==> src/rtl/axi_mul_pkg.sv <==
// Shared definitions for the AXI multiplier master and its slave peripheral:
// sequencer states, register offsets and the response-error rule.
package axi_mul_pkg;

  typedef enum logic [2:0] {
    ST_IDLE,
    ST_WR_A,
    ST_WR_B,
    ST_RD_RES,
    ST_RD_OVF,
    ST_RESP
  } state_t;

  localparam int unsigned OFF_A   = 32'h10;
  localparam int unsigned OFF_B   = 32'h14;
  localparam int unsigned OFF_RES = 32'h18;
  localparam int unsigned OFF_OVF = 32'h1C;

  localparam logic [1:0] RESP_SLVERR = 2'b10;
  localparam logic [1:0] RESP_DECERR = 2'b11;

  function automatic logic resp_is_err(input logic [1:0] resp);
    return (resp == RESP_SLVERR) || (resp == RESP_DECERR);
  endfunction

endpackage

==> src/rtl/axi_mul_master.sv <==
// AXI4-Lite master that writes two operands to a multiplier peripheral,
// reads back the product low word and overflow flag, and returns them.
module axi_mul_master
  import axi_mul_pkg::*;
#(
  parameter int unsigned DATA_WIDTH = 32,
  parameter int unsigned ADDR_WIDTH = 8,
  parameter int unsigned BASE_ADDR  = 0
) (
  input  logic                    m_axi_aclk,
  input  logic                    m_axi_aresetn,
  input  logic                    cmd_valid,
  output logic                    cmd_ready,
  input  logic [DATA_WIDTH-1:0]   cmd_a,
  input  logic [DATA_WIDTH-1:0]   cmd_b,
  output logic                    rsp_valid,
  input  logic                    rsp_ready,
  output logic [DATA_WIDTH-1:0]   rsp_result,
  output logic                    rsp_ovf,
  output logic                    rsp_err,
  output logic [ADDR_WIDTH-1:0]   m_axi_awaddr,
  output logic                    m_axi_awvalid,
  input  logic                    m_axi_awready,
  output logic [DATA_WIDTH-1:0]   m_axi_wdata,
  output logic [DATA_WIDTH/8-1:0] m_axi_wstrb,
  output logic                    m_axi_wvalid,
  input  logic                    m_axi_wready,
  input  logic [1:0]              m_axi_bresp,
  input  logic                    m_axi_bvalid,
  output logic                    m_axi_bready,
  output logic [ADDR_WIDTH-1:0]   m_axi_araddr,
  output logic                    m_axi_arvalid,
  input  logic                    m_axi_arready,
  input  logic [DATA_WIDTH-1:0]   m_axi_rdata,
  input  logic [1:0]              m_axi_rresp,
  input  logic                    m_axi_rvalid,
  output logic                    m_axi_rready
);

  localparam logic [ADDR_WIDTH-1:0] ADDR_A   = ADDR_WIDTH'(BASE_ADDR + OFF_A);
  localparam logic [ADDR_WIDTH-1:0] ADDR_B   = ADDR_WIDTH'(BASE_ADDR + OFF_B);
  localparam logic [ADDR_WIDTH-1:0] ADDR_RES = ADDR_WIDTH'(BASE_ADDR + OFF_RES);
  localparam logic [ADDR_WIDTH-1:0] ADDR_OVF = ADDR_WIDTH'(BASE_ADDR + OFF_OVF);

  state_t                  state, next_state;
  logic [DATA_WIDTH-1:0]   a_reg, b_reg;
  logic                    aw_done, w_done, ar_done;
  logic                    cmd_fire, aw_fire, w_fire, b_fire, ar_fire, r_fire;

  assign cmd_fire = cmd_valid     & cmd_ready;
  assign aw_fire  = m_axi_awvalid & m_axi_awready;
  assign w_fire   = m_axi_wvalid  & m_axi_wready;
  assign b_fire   = m_axi_bvalid  & m_axi_bready;
  assign ar_fire  = m_axi_arvalid & m_axi_arready;
  assign r_fire   = m_axi_rvalid  & m_axi_rready;

  // Channel valids/readies derive from state plus per-phase done flags, so
  // AW and W retire independently and B/R are only accepted when expected.
  always_comb begin
    next_state    = state;
    cmd_ready     = 1'b0;
    rsp_valid     = 1'b0;
    m_axi_awaddr  = ADDR_A;
    m_axi_awvalid = 1'b0;
    m_axi_wdata   = a_reg;
    m_axi_wstrb   = '1;
    m_axi_wvalid  = 1'b0;
    m_axi_bready  = 1'b0;
    m_axi_araddr  = ADDR_RES;
    m_axi_arvalid = 1'b0;
    m_axi_rready  = 1'b0;
    case (state)
      ST_IDLE: begin
        cmd_ready = m_axi_aresetn;
        if (cmd_valid && m_axi_aresetn) next_state = ST_WR_A;
      end
      ST_WR_A, ST_WR_B: begin
        m_axi_awvalid = !aw_done;
        m_axi_wvalid  = !w_done;
        m_axi_bready  = aw_done && w_done;
        if (state == ST_WR_B) begin
          m_axi_awaddr = ADDR_B;
          m_axi_wdata  = b_reg;
        end
        if (b_fire) next_state = (state == ST_WR_A) ? ST_WR_B : ST_RD_RES;
      end
      ST_RD_RES, ST_RD_OVF: begin
        m_axi_arvalid = !ar_done;
        m_axi_rready  = ar_done;
        if (state == ST_RD_OVF) m_axi_araddr = ADDR_OVF;
        if (r_fire) next_state = (state == ST_RD_RES) ? ST_RD_OVF : ST_RESP;
      end
      ST_RESP: begin
        rsp_valid = 1'b1;
        if (rsp_ready) next_state = ST_IDLE;
      end
      default: next_state = ST_IDLE;
    endcase
  end

  always_ff @(posedge m_axi_aclk or negedge m_axi_aresetn) begin
    if (!m_axi_aresetn) begin
      state      <= ST_IDLE;
      a_reg      <= '0;
      b_reg      <= '0;
      aw_done    <= 1'b0;
      w_done     <= 1'b0;
      ar_done    <= 1'b0;
      rsp_result <= '0;
      rsp_ovf    <= 1'b0;
      rsp_err    <= 1'b0;
    end else begin
      state <= next_state;
      if (cmd_fire) begin
        a_reg   <= cmd_a;
        b_reg   <= cmd_b;
        rsp_err <= 1'b0;
      end
      if (b_fire) begin
        aw_done <= 1'b0;
        w_done  <= 1'b0;
      end else begin
        if (aw_fire) aw_done <= 1'b1;
        if (w_fire)  w_done  <= 1'b1;
      end
      if (r_fire)       ar_done <= 1'b0;
      else if (ar_fire) ar_done <= 1'b1;
      if ((b_fire && resp_is_err(m_axi_bresp)) || (r_fire && resp_is_err(m_axi_rresp)))
        rsp_err <= 1'b1;
      if (r_fire && state == ST_RD_RES) rsp_result <= m_axi_rdata;
      if (r_fire && state == ST_RD_OVF) rsp_ovf    <= m_axi_rdata[0];
    end
  end

endmodule

==> config.mk <==
export PLATFORM = sky130hd
export DESIGN_NAME = axi_mul_master
export DESIGN_NICKNAME = d
export VERILOG_FILES = /design/src/rtl/axi_mul_pkg.sv /design/src/rtl/axi_mul_master.sv
export SDC_FILE = /design/constraint.sdc
export NUM_CORES = 1
export LEC_CHECK = 0
export CELL_PAD_IN_SITES_DETAIL_PLACEMENT = 1
export CELL_PAD_IN_SITES_GLOBAL_PLACEMENT = 2
export CORE_MARGIN = 1
export CORE_UTILIZATION = 29
export CTS_CLUSTER_DIAMETER = 150
export DETAILED_ROUTE_END_ITERATION = 8
export MAX_ROUTING_LAYER = met4
export PLACE_DENSITY_LB_ADDON = 0.1
export REMOVE_ABC_BUFFERS = 1
export SYNTH_ARGS = -nofsm -noshare
export SYNTH_HDL_FRONTEND = slang
export SYNTH_SLANG_ARGS = --single-unit
==> constraint.sdc <==
create_clock -name m_axi_aclk -period 5.2 [get_ports m_axi_aclk]
set_input_delay 1.3 -clock m_axi_aclk [delete_from_list [all_inputs] [get_ports m_axi_aclk]]
set_output_delay 1.3 -clock m_axi_aclk [all_outputs]
set_load 0.05 [all_outputs]
==> impl_metrics.prom, run 1 <==
# TYPE chip_impl_metric gauge
chip_impl_info{name="run_status",value="finished, final reports clean"} 1
chip_impl_metric{name="die_area",unit="um^2"} 16600
chip_impl_info{name="reg2reg_from",value="state[0]"} 1
chip_impl_info{name="cp_cell_sequence",value="nand2b_1 -> nor2_4 -> buf_4 -> mux2_2 -> clkdlybuf4s50_1"} 1
chip_impl_info{name="timing.critical_path.to_type",value="output port"} 1
chip_impl_metric{name="cap_viol_max_count",unit=""} 0
chip_impl_metric{name="postCtsSetupBuffers",unit=""} 0
chip_impl_metric{name="grt_first_pass_wirelength",unit="mm"} 18.4
chip_impl_metric{name="postSynth.asyncResetShare",unit="%"} 100
chip_impl_metric{name="antenna_cells",unit=""} 0
chip_impl_metric{name="cts_hold_repair.buffers",unit=""} 0
chip_impl_metric{name="clock_buffers_created_by_tritoncts",unit=""} 9
chip_impl_metric{name="layout_min_cycle_time",unit="ns"} 4.15
chip_impl_metric{name="globalplace.congestion",unit=""} 0.726
chip_impl_metric{name="period_share",unit="%"} 79.8
chip_impl_metric{name="report.final.hold_viol_count",unit=""} 0
chip_impl_metric{name="drt_drc_violations_left",unit=""} 0
chip_impl_metric{name="layout-drive-gt1-share",unit="%"} 30.7
chip_impl_metric{name="grt_pass1_vias",unit=""} 3469
chip_impl_metric{name="synthToLayoutAreaGrowth",unit="%"} 47.2
chip_impl_info{name="worst_hold_startpoint",value="rsp_result[29]"} 1
chip_impl_metric{name="dr.first_iter.drc_count",unit=""} 63
chip_impl_metric{name="finalClockSkew",unit="ns"} 0.00753
chip_impl_info{name="tritoncts",value="done"} 1
chip_impl_metric{name="area.sequential",unit="um^2"} 2600
chip_impl_metric{name="die_h",unit="um"} 129
chip_impl_metric{name="cp_max_fo",unit=""} 33
chip_impl_metric{name="leakagePower",unit="nW"} 2.87
chip_impl_metric{name="core_area",unit="um^2"} 15400
chip_impl_metric{name="die_w",unit="um"} 129
chip_impl_info{name="unrepaired_setup_endpoints_after_global_routing",value="no"} 1
chip_impl_metric{name="setup_slack_on_the_worst_flop_to_flop_path",unit="ns"} 3.04
chip_impl_metric{name="p_per_area",unit="nW/um^2"} 753
chip_impl_metric{name="wire_per_inst",unit="um"} 16.1
chip_impl_metric{name="hold_path_depth",unit=""} 1
chip_impl_info{name="clk_root_buffer_cell",value="clkbuf_16"} 1
chip_impl_metric{name="netlist_area",unit="um^2"} 4660
chip_impl_info{name="startpoint_type",value="flop"} 1
chip_impl_metric{name="synth.yosys.seq_area_share",unit="%"} 55.8
chip_impl_metric{name="synth_cell_types",unit=""} 34
chip_impl_metric{name="clkSlewWorstSetupHoldPaths",unit="ns"} 0.07
chip_impl_metric{name="reg2regPathDepth",unit=""} 4
chip_impl_metric{name="timing.critical_path.buf_inv",unit=""} 2
chip_impl_metric{name="port_buffers",unit=""} 181
chip_impl_info{name="crit_type",value="reg -> out"} 1
chip_impl_info{name="critical_path.reg2reg.endpoint",value="b_reg[5]"} 1
chip_impl_metric{name="final-max-slew-violation-count",unit=""} 0
chip_impl_metric{name="viasPerCell",unit=""} 4.39
chip_impl_metric{name="syn_inst",unit=""} 321
chip_impl_metric{name="rows",unit=""} 45
chip_impl_info{name="family_of_cells_with_the_greatest_summed_delay_on_the_critical_path",value="buffers and inverters"} 1
chip_impl_metric{name="timing.critical_path.slowest_cell_delay",unit="ns"} 0.74
chip_impl_metric{name="syn_area_per_cell",unit="um^2"} 14.5
chip_impl_metric{name="number_of_antenna_violations_at_the_first_check_in_global_routing",unit=""} 0
chip_impl_metric{name="multiInputGateArea",unit="um^2"} 1840
chip_impl_metric{name="synth_enable_flop_cells",unit=""} 0
chip_impl_metric{name="tns",unit="ns"} 0
chip_impl_metric{name="synthDominantCellAreaShare",unit="%"} 55.8
chip_impl_metric{name="initial_util",unit="%"} 30.2
chip_impl_metric{name="grt_overflow",unit=""} 0
chip_impl_info{name="yosysTopAreaCell",value="dfrtp_1"} 1
chip_impl_metric{name="detail_route.first_pass.iterations",unit=""} 3
chip_impl_metric{name="wl",unit="mm"} 11.5
chip_impl_metric{name="detailedPlacementHpwl",unit="mm"} 8.09
chip_impl_metric{name="cts_sinks",unit=""} 104
chip_impl_metric{name="final_core_util",unit="%"} 44.5
chip_impl_metric{name="worst_ep_arrival_time",unit="ns"} 2.85
chip_impl_metric{name="routed-via-count",unit=""} 3127
chip_impl_metric{name="vdd.ir_drop.worst",unit="uV"} 378
chip_impl_info{name="critical-path-slowest-cell",value="clkdlybuf4s50_1"} 1
chip_impl_metric{name="postCtsResizedCells",unit=""} 0
chip_impl_info{name="yosys_most_used_dff",value="dfrtp_1"} 1
chip_impl_metric{name="grt_start_max_net_pins",unit=""} 66
chip_impl_metric{name="route.antenna.remaining_nets",unit=""} 0
chip_impl_metric{name="io-pin-count",unit=""} 202
chip_impl_info{name="hp-class",value="reg -> reg"} 1
chip_impl_metric{name="maxClockFrequency",unit="MHz"} 241
chip_impl_info{name="endpoint_of_the_worst_hold_timing_path",value="rsp_result[29]"} 1
chip_impl_metric{name="clk_latency",unit="ns"} 0.34
chip_impl_metric{name="yosysWarningCount",unit=""} 0
chip_impl_info{name="synth.area.top_cells",value="dfrtp_1 (56%), mux2_2 (31%), buf_4 (3.4%)"} 1
chip_impl_metric{name="h-tree-depth",unit=""} 3
chip_impl_metric{name="worstMarginPinSlew",unit="ns"} 0.860
chip_impl_metric{name="final_nets",unit=""} 607
chip_impl_metric{name="required",unit="ns"} 3.90
chip_impl_metric{name="flop_and_latch_count_out_of_synthesis",unit=""} 104
chip_impl_metric{name="gr-usage-all-layers",unit="%"} 15.1
chip_impl_metric{name="slew_headroom",unit="%"} 42.7
chip_impl_metric{name="number_of_fill_cells_in_the_layout",unit=""} 1631
chip_impl_metric{name="report.final.setup_viol",unit=""} 0
chip_impl_metric{name="cts_max_path_buffers",unit=""} 2
## final cells by class
cell class	count	share of cell area, %
inverters	3	0.164
multi-input cells	194	26.8
flip-flops and latches	104	37.9
clock buffers	11	3.54
repair buffers	186	26.9
well taps	211	3.85
clock inverters	4	0.766
## per-layer routing
| metal | up-vias | GRT usage (%) | wire length [um] |
|---|---|---|---|
| li1 | 1449 | - | - |
| met1 | 1561 | 17.2 | 4710 |
| met2 | 106 | 25.6 | 5890 |
| met3 | 11 | 4.41 | 724 |
| met4 | 0 | 4.78 | 144 |
| met5 | - | - | 0 |
## cell usage in the layout (no fill, tap or decap), types with 3 or more instances in the layout
cell type        Yosys  routed
mux2_2             128     128
conb_1               2      18
a21oi_1              4       4
clkbuf_16            0       9
nand3_1              3       3
inv_1                3       3
buf_4               21       6
nor2_1               4       4
and3_1               4       4
clkdlybuf4s50_1      0     180
dfrtp_1            104     104
nand2_1              6       5
## power breakdown
part / total [mW] / switching (mW) / leakage (nW) / internal (mW)
logic: 3.03 / 1.81 / 1.48 / 1.22
clock network: 0.687 / 0.301 / 0.146 / 0.386
registers: 1.45 / 0.236 / 1.25 / 1.21
total: 5.17 / 2.35 / 2.87 / 2.82
## worst reg2reg max path: cells and delay by family (launching register included)
family        cells  cell delay, ns
simple gates      2            0.20
buf+inv           1            0.63
mux               1            0.49
flops             1            0.72
## cell usage after synthesis (2+ instances only)
master,n
clkbuf_1,2
a31oi_1,2
nor2_1,4
conb_1,2
nand3_1,3
and2_1,2
dfrtp_1,104
nand2b_1,2
nor2_2,2
buf_6,7
buf_4,21
inv_1,3
buf_2,6
a21oi_1,4
mux2i_1,2
nand2_1,6
a21o_1,2
mux2_2,128
and3_1,4
## cells by family (layout without fill, tap and decap cells)
| kind of cell | after synthesis | after routing | synth area share (%) |
|---|---|---|---|
| xor+xnor | 1 | 1 | 0.188 |
| other cells | 2 | 18 | 0.161 |
| mux | 131 | 131 | 31.6 |
| flops | 104 | 104 | 55.8 |
| compound gates | 16 | 16 | 2.42 |
| simple gates | 28 | 28 | 3.68 |
| buf+inv | 39 | 204 | 6.12 |
## how the worst max path moves through the flow
stage	depth (start not counted)	end	start	slack [ns]
floorplan	3	rsp_err	m_axi_aresetn	1.16
global placement	3	cmd_ready	m_axi_aresetn	1.37
detailed placement	3	cmd_ready	m_axi_aresetn	1.37
CTS	5	m_axi_wdata[4]	state[2]	0.99
global route	5	m_axi_wdata[4]	state[1]	0.88
finish	5	m_axi_wdata[4]	state[2]	1.05
## stage by stage
stage / worst slack [ns] / instance area [um^2] / instances / hold slack (ns) / power, mW
after floorplan: 1.16 / 4450 / 301 / 0.474 / 3.52
after global placement: 1.37 / 6570 / 698 / 0.474 / 4.48
after detailed placement: 1.37 / 6570 / 698 / 0.478 / 4.53
after CTS: 0.986 / 6860 / 713 / 0.495 / 5.25
after global routing: 0.880 / 6860 / 713 / 0.501 / 5.45
final: 1.05 / 6860 / 713 / 0.488 / 5.17
Note: power is estimated with default switching activity, not from simulation.
==> inputs of run 2 (changes only) <==
--- a/config.mk
+++ b/config.mk
@@ -8,7 +8,7 @@
 export CELL_PAD_IN_SITES_DETAIL_PLACEMENT = 1
 export CELL_PAD_IN_SITES_GLOBAL_PLACEMENT = 2
 export CORE_MARGIN = 1
-export CORE_UTILIZATION = 29
+export CORE_UTILIZATION = 24
 export CTS_CLUSTER_DIAMETER = 150
 export DETAILED_ROUTE_END_ITERATION = 8
 export MAX_ROUTING_LAYER = met4
==> constraint.sdc (replaced) <==
create_clock -name m_axi_aclk -period 3.4 [get_ports m_axi_aclk]
set_input_delay 0.85 -clock m_axi_aclk [delete_from_list [all_inputs] [get_ports m_axi_aclk]]
set_output_delay 0.85 -clock m_axi_aclk [all_outputs]
set_load 0.05 [all_outputs]
==> run 2 against run 1 <==
  * Sequential share of layout area fell by 1.0 points
  * Worst setup slack got worse by 0.93 ns
  * Global-route usage fell by 1.6 points
  * Largest power group unchanged
==> impl_metrics.prom, run 2 (synthesis gave the netlist of run 1 again) <==
# TYPE chip_impl_metric gauge
chip_impl_metric{name="area.sequential",unit="um^2"} 2600
chip_impl_info{name="tritoncts",value="done"} 1
chip_impl_info{name="startpoint_type",value="flop"} 1
chip_impl_metric{name="synthToLayoutAreaGrowth",unit="%"} 51.3
chip_impl_metric{name="die_h",unit="um"} 141
chip_impl_metric{name="viasPerCell",unit=""} 4.14
chip_impl_metric{name="postCtsSetupBuffers",unit=""} 0
chip_impl_info{name="layout_commonest_cell",value="clkdlybuf4s50_1"} 1
chip_impl_metric{name="final_nets",unit=""} 612
chip_impl_metric{name="final-max-slew-violation-count",unit=""} 0
chip_impl_metric{name="pre_cts_slack",unit="ns"} 0.380
chip_impl_metric{name="wl",unit="mm"} 12.5
chip_impl_metric{name="dr.first_iter.drc_count",unit=""} 77
chip_impl_metric{name="post_layout_nonfiller_instances",unit=""} 766
chip_impl_metric{name="finalClockSkew",unit="ns"} 0.00977
chip_impl_metric{name="io-pin-count",unit=""} 202
chip_impl_metric{name="p_switching",unit="mW"} 3.63
chip_impl_metric{name="leakagePower",unit="nW"} 3.19
chip_impl_metric{name="grt_overflow",unit=""} 0
chip_impl_metric{name="worst_ep_arrival_time",unit="ns"} 2.43
chip_impl_info{name="most_frequent_cells_in_the_layout",value="clkdlybuf4s50_1 (145), mux2_2 (128), dfrtp_1 (104)"} 1
chip_impl_info{name="family_of_cells_with_the_greatest_summed_delay_on_the_critical_path",value="buffers and inverters"} 1
chip_impl_info{name="timing.critical_path.to_type",value="output port"} 1
chip_impl_metric{name="clk_pwr_share",unit="%"} 13.2
chip_impl_metric{name="cts_hold_repair.buffers",unit=""} 0
chip_impl_info{name="hp-class",value="reg -> reg"} 1
chip_impl_metric{name="clock_buffers_created_by_tritoncts",unit=""} 9
chip_impl_metric{name="wire_per_inst",unit="um"} 16.4
chip_impl_metric{name="timing.critical_path.buf_inv",unit=""} 1
chip_impl_metric{name="setup_ws",unit="ns"} 0.119
chip_impl_metric{name="number_of_fill_cells_in_the_layout",unit=""} 2011
chip_impl_metric{name="total_power",unit="mW"} 7.95
chip_impl_metric{name="combinationalPowerShare",unit="%"} 59.2
chip_impl_info{name="run_status",value="finished, final reports clean"} 1
chip_impl_metric{name="gr-usage-all-layers",unit="%"} 13.5
chip_impl_metric{name="initial_util",unit="%"} 24.7
chip_impl_metric{name="grt_start_max_net_pins",unit=""} 69
chip_impl_metric{name="maxClockFrequency",unit="MHz"} 305
chip_impl_metric{name="routed-via-count",unit=""} 3174
chip_impl_metric{name="cap_viol_max_count",unit=""} 0
chip_impl_metric{name="core_area",unit="um^2"} 18900
chip_impl_metric{name="clkSlewWorstSetupHoldPaths",unit="ns"} 0.07
chip_impl_metric{name="report.final.hold_viol_count",unit=""} 0
chip_impl_info{name="critical-path-slowest-cell",value="clkdlybuf4s50_1"} 1
chip_impl_metric{name="period_share",unit="%"} 96.5
chip_impl_metric{name="clk_latency",unit="ns"} 0.34
chip_impl_info{name="clk_root_buffer_cell",value="clkbuf_16"} 1
chip_impl_metric{name="seqPwrFrac",unit="%"} 27.6
chip_impl_info{name="cp_cell_sequence",value="xor2_1 -> and2_1 -> and3_1 -> clkdlybuf4s50_1"} 1
chip_impl_metric{name="multiInputGateArea",unit="um^2"} 1840
chip_impl_info{name="unrepaired_setup_endpoints_after_global_routing",value="no"} 1
chip_impl_metric{name="required",unit="ns"} 2.55
chip_impl_metric{name="worstMarginPinSlew",unit="ns"} 0.916
chip_impl_metric{name="placedInstanceArea",unit="um^2"} 6690
chip_impl_metric{name="die_area",unit="um^2"} 20000
chip_impl_metric{name="report.final.setup_viol",unit=""} 0
chip_impl_metric{name="drt_drc_violations_left",unit=""} 0
chip_impl_metric{name="number_of_antenna_violations_at_the_first_check_in_global_routing",unit=""} 0
chip_impl_metric{name="crit_cells",unit=""} 4
chip_impl_metric{name="grt_pass1_vias",unit=""} 3598
chip_impl_metric{name="route.antenna.remaining_nets",unit=""} 0
chip_impl_metric{name="placed_cells_incl_taps",unit=""} 752
chip_impl_metric{name="grt_first_pass_wirelength",unit="mm"} 19.9
chip_impl_metric{name="die_w",unit="um"} 141
chip_impl_metric{name="vdd.ir_drop.worst",unit="uV"} 487
chip_impl_metric{name="hold_path_depth",unit=""} 1
chip_impl_metric{name="cts_max_path_buffers",unit=""} 2
chip_impl_metric{name="rows",unit=""} 50
chip_impl_metric{name="port_buffers",unit=""} 181
chip_impl_metric{name="cts_sinks",unit=""} 104
chip_impl_metric{name="timing.critical_path.slowest_cell_delay",unit="ns"} 0.79
chip_impl_metric{name="detailedPlacementHpwl",unit="mm"} 9.07
chip_impl_metric{name="antenna_cells",unit=""} 0
chip_impl_metric{name="post-route-cell-area",unit="um^2"} 7050
chip_impl_metric{name="detail_route.first_pass.iterations",unit=""} 6
chip_impl_metric{name="reg2regPathDepth",unit=""} 5
chip_impl_metric{name="netSwitchingFraction",unit="%"} 45.7
chip_impl_metric{name="slew_headroom",unit="%"} 38.9
chip_impl_metric{name="timing.hold.ws",unit="ns"} 0.493
chip_impl_metric{name="h-tree-depth",unit=""} 3
chip_impl_metric{name="layout_min_cycle_time",unit="ns"} 3.28
chip_impl_metric{name="intPower",unit="mW"} 4.32
chip_impl_metric{name="globalplace.congestion",unit=""} 0.710
chip_impl_metric{name="layout-drive-gt1-share",unit="%"} 32.0
chip_impl_metric{name="cp_max_fo",unit=""} 8
chip_impl_info{name="crit_type",value="reg -> out"} 1
chip_impl_metric{name="p_per_area",unit="nW/um^2"} 1130
-- run 2: cell types whose count changed in the layout (fill, tap and decap cells not counted), sizes merged --
cell           before  now
dlymetal6s2s        0   28
clkbuf             11   10
clkinv              2    0
buf                 6   14
clkdlybuf4s50     180  145
clkinvlp            0    2
dlygate4sd2         0    4
-- run 2: layer usage --
metal | share of wire, % | vias up | global-route usage [%]
met5 | 0 | - | -
met1 | 38 | 1610 | 14.4
met3 | 6.6 | 6 | 4.45
met4 | 0.77 | 0 | 3.09
met2 | 55 | 103 | 24.2
li1 | - | 1455 | -
-- run 2: layout make-up --
class | count | share of cell area, %
Clock buffer | 10 | 3.39
Clock inverter | 4 | 0.763
Inverter | 3 | 0.160
Multi-Input combinational cell | 194 | 26.1
Sequential cell | 104 | 36.9
Tap cell | 260 | 4.61
Timing Repair Buffer | 191 | 28.1
-- run 2: per-stage QoR --
step / utilization (%) / setup TNS, ns
floorplan: - / -10.50
global placement: 35.4 / 0
detailed placement: 35.4 / 0
CTS: 37.0 / 0
global route: 37.3 / 0
finish: 37.3 / 0
-- run 2: what timing repair did --
action                     4_1_cts  5_1_grt
setup endpoints to repair        4       28
hold endpoints to repair         0        0
pin swaps                        0        0
resized for setup                4       28
-- run 2: power by group through the flow --
stage	combinational [mW]	clock, mW	sequential, mW
after floorplan	2.53	0	2.85
after global placement	4.78	0	2.18
after detailed placement	4.82	0	2.22
after CTS	4.81	1.11	2.20
after global routing	4.94	1.16	2.29
final	4.70	1.05	2.19
-- run 2: path summary, 6_finish.rpt --
| path | startpoint | slack (ns) | end |
|---|---|---|---|
| min reg2reg | rsp_result[29] | 0.49 | rsp_result[29] |
| min in group asynchronous | m_axi_aresetn | 0.59 | rsp_result[18] |
| min | rsp_result[29] | 0.49 | rsp_result[29] |
| max in group asynchronous | m_axi_aresetn | 2.04 | a_reg[17] |
| max | state[0] | 0.12 | m_axi_bready |
| max reg2reg | state[0] | 1.32 | rsp_result[25] |
==> inputs of run 3 (changes only) <==
--- a/config.mk
+++ b/config.mk
@@ -7,7 +7,6 @@
 export LEC_CHECK = 0
 export CELL_PAD_IN_SITES_DETAIL_PLACEMENT = 1
 export CELL_PAD_IN_SITES_GLOBAL_PLACEMENT = 2
-export CORE_MARGIN = 1
 export CORE_UTILIZATION = 24
 export CTS_CLUSTER_DIAMETER = 150
 export DETAILED_ROUTE_END_ITERATION = 8
@@ -17,3 +16,4 @@
 export SYNTH_ARGS = -nofsm -noshare
 export SYNTH_HDL_FRONTEND = slang
 export SYNTH_SLANG_ARGS = --single-unit
+export TNS_END_PERCENT = 1
==> results of run 3 <==
No change in the layout: final DEF, timing and power equal those of run 2.
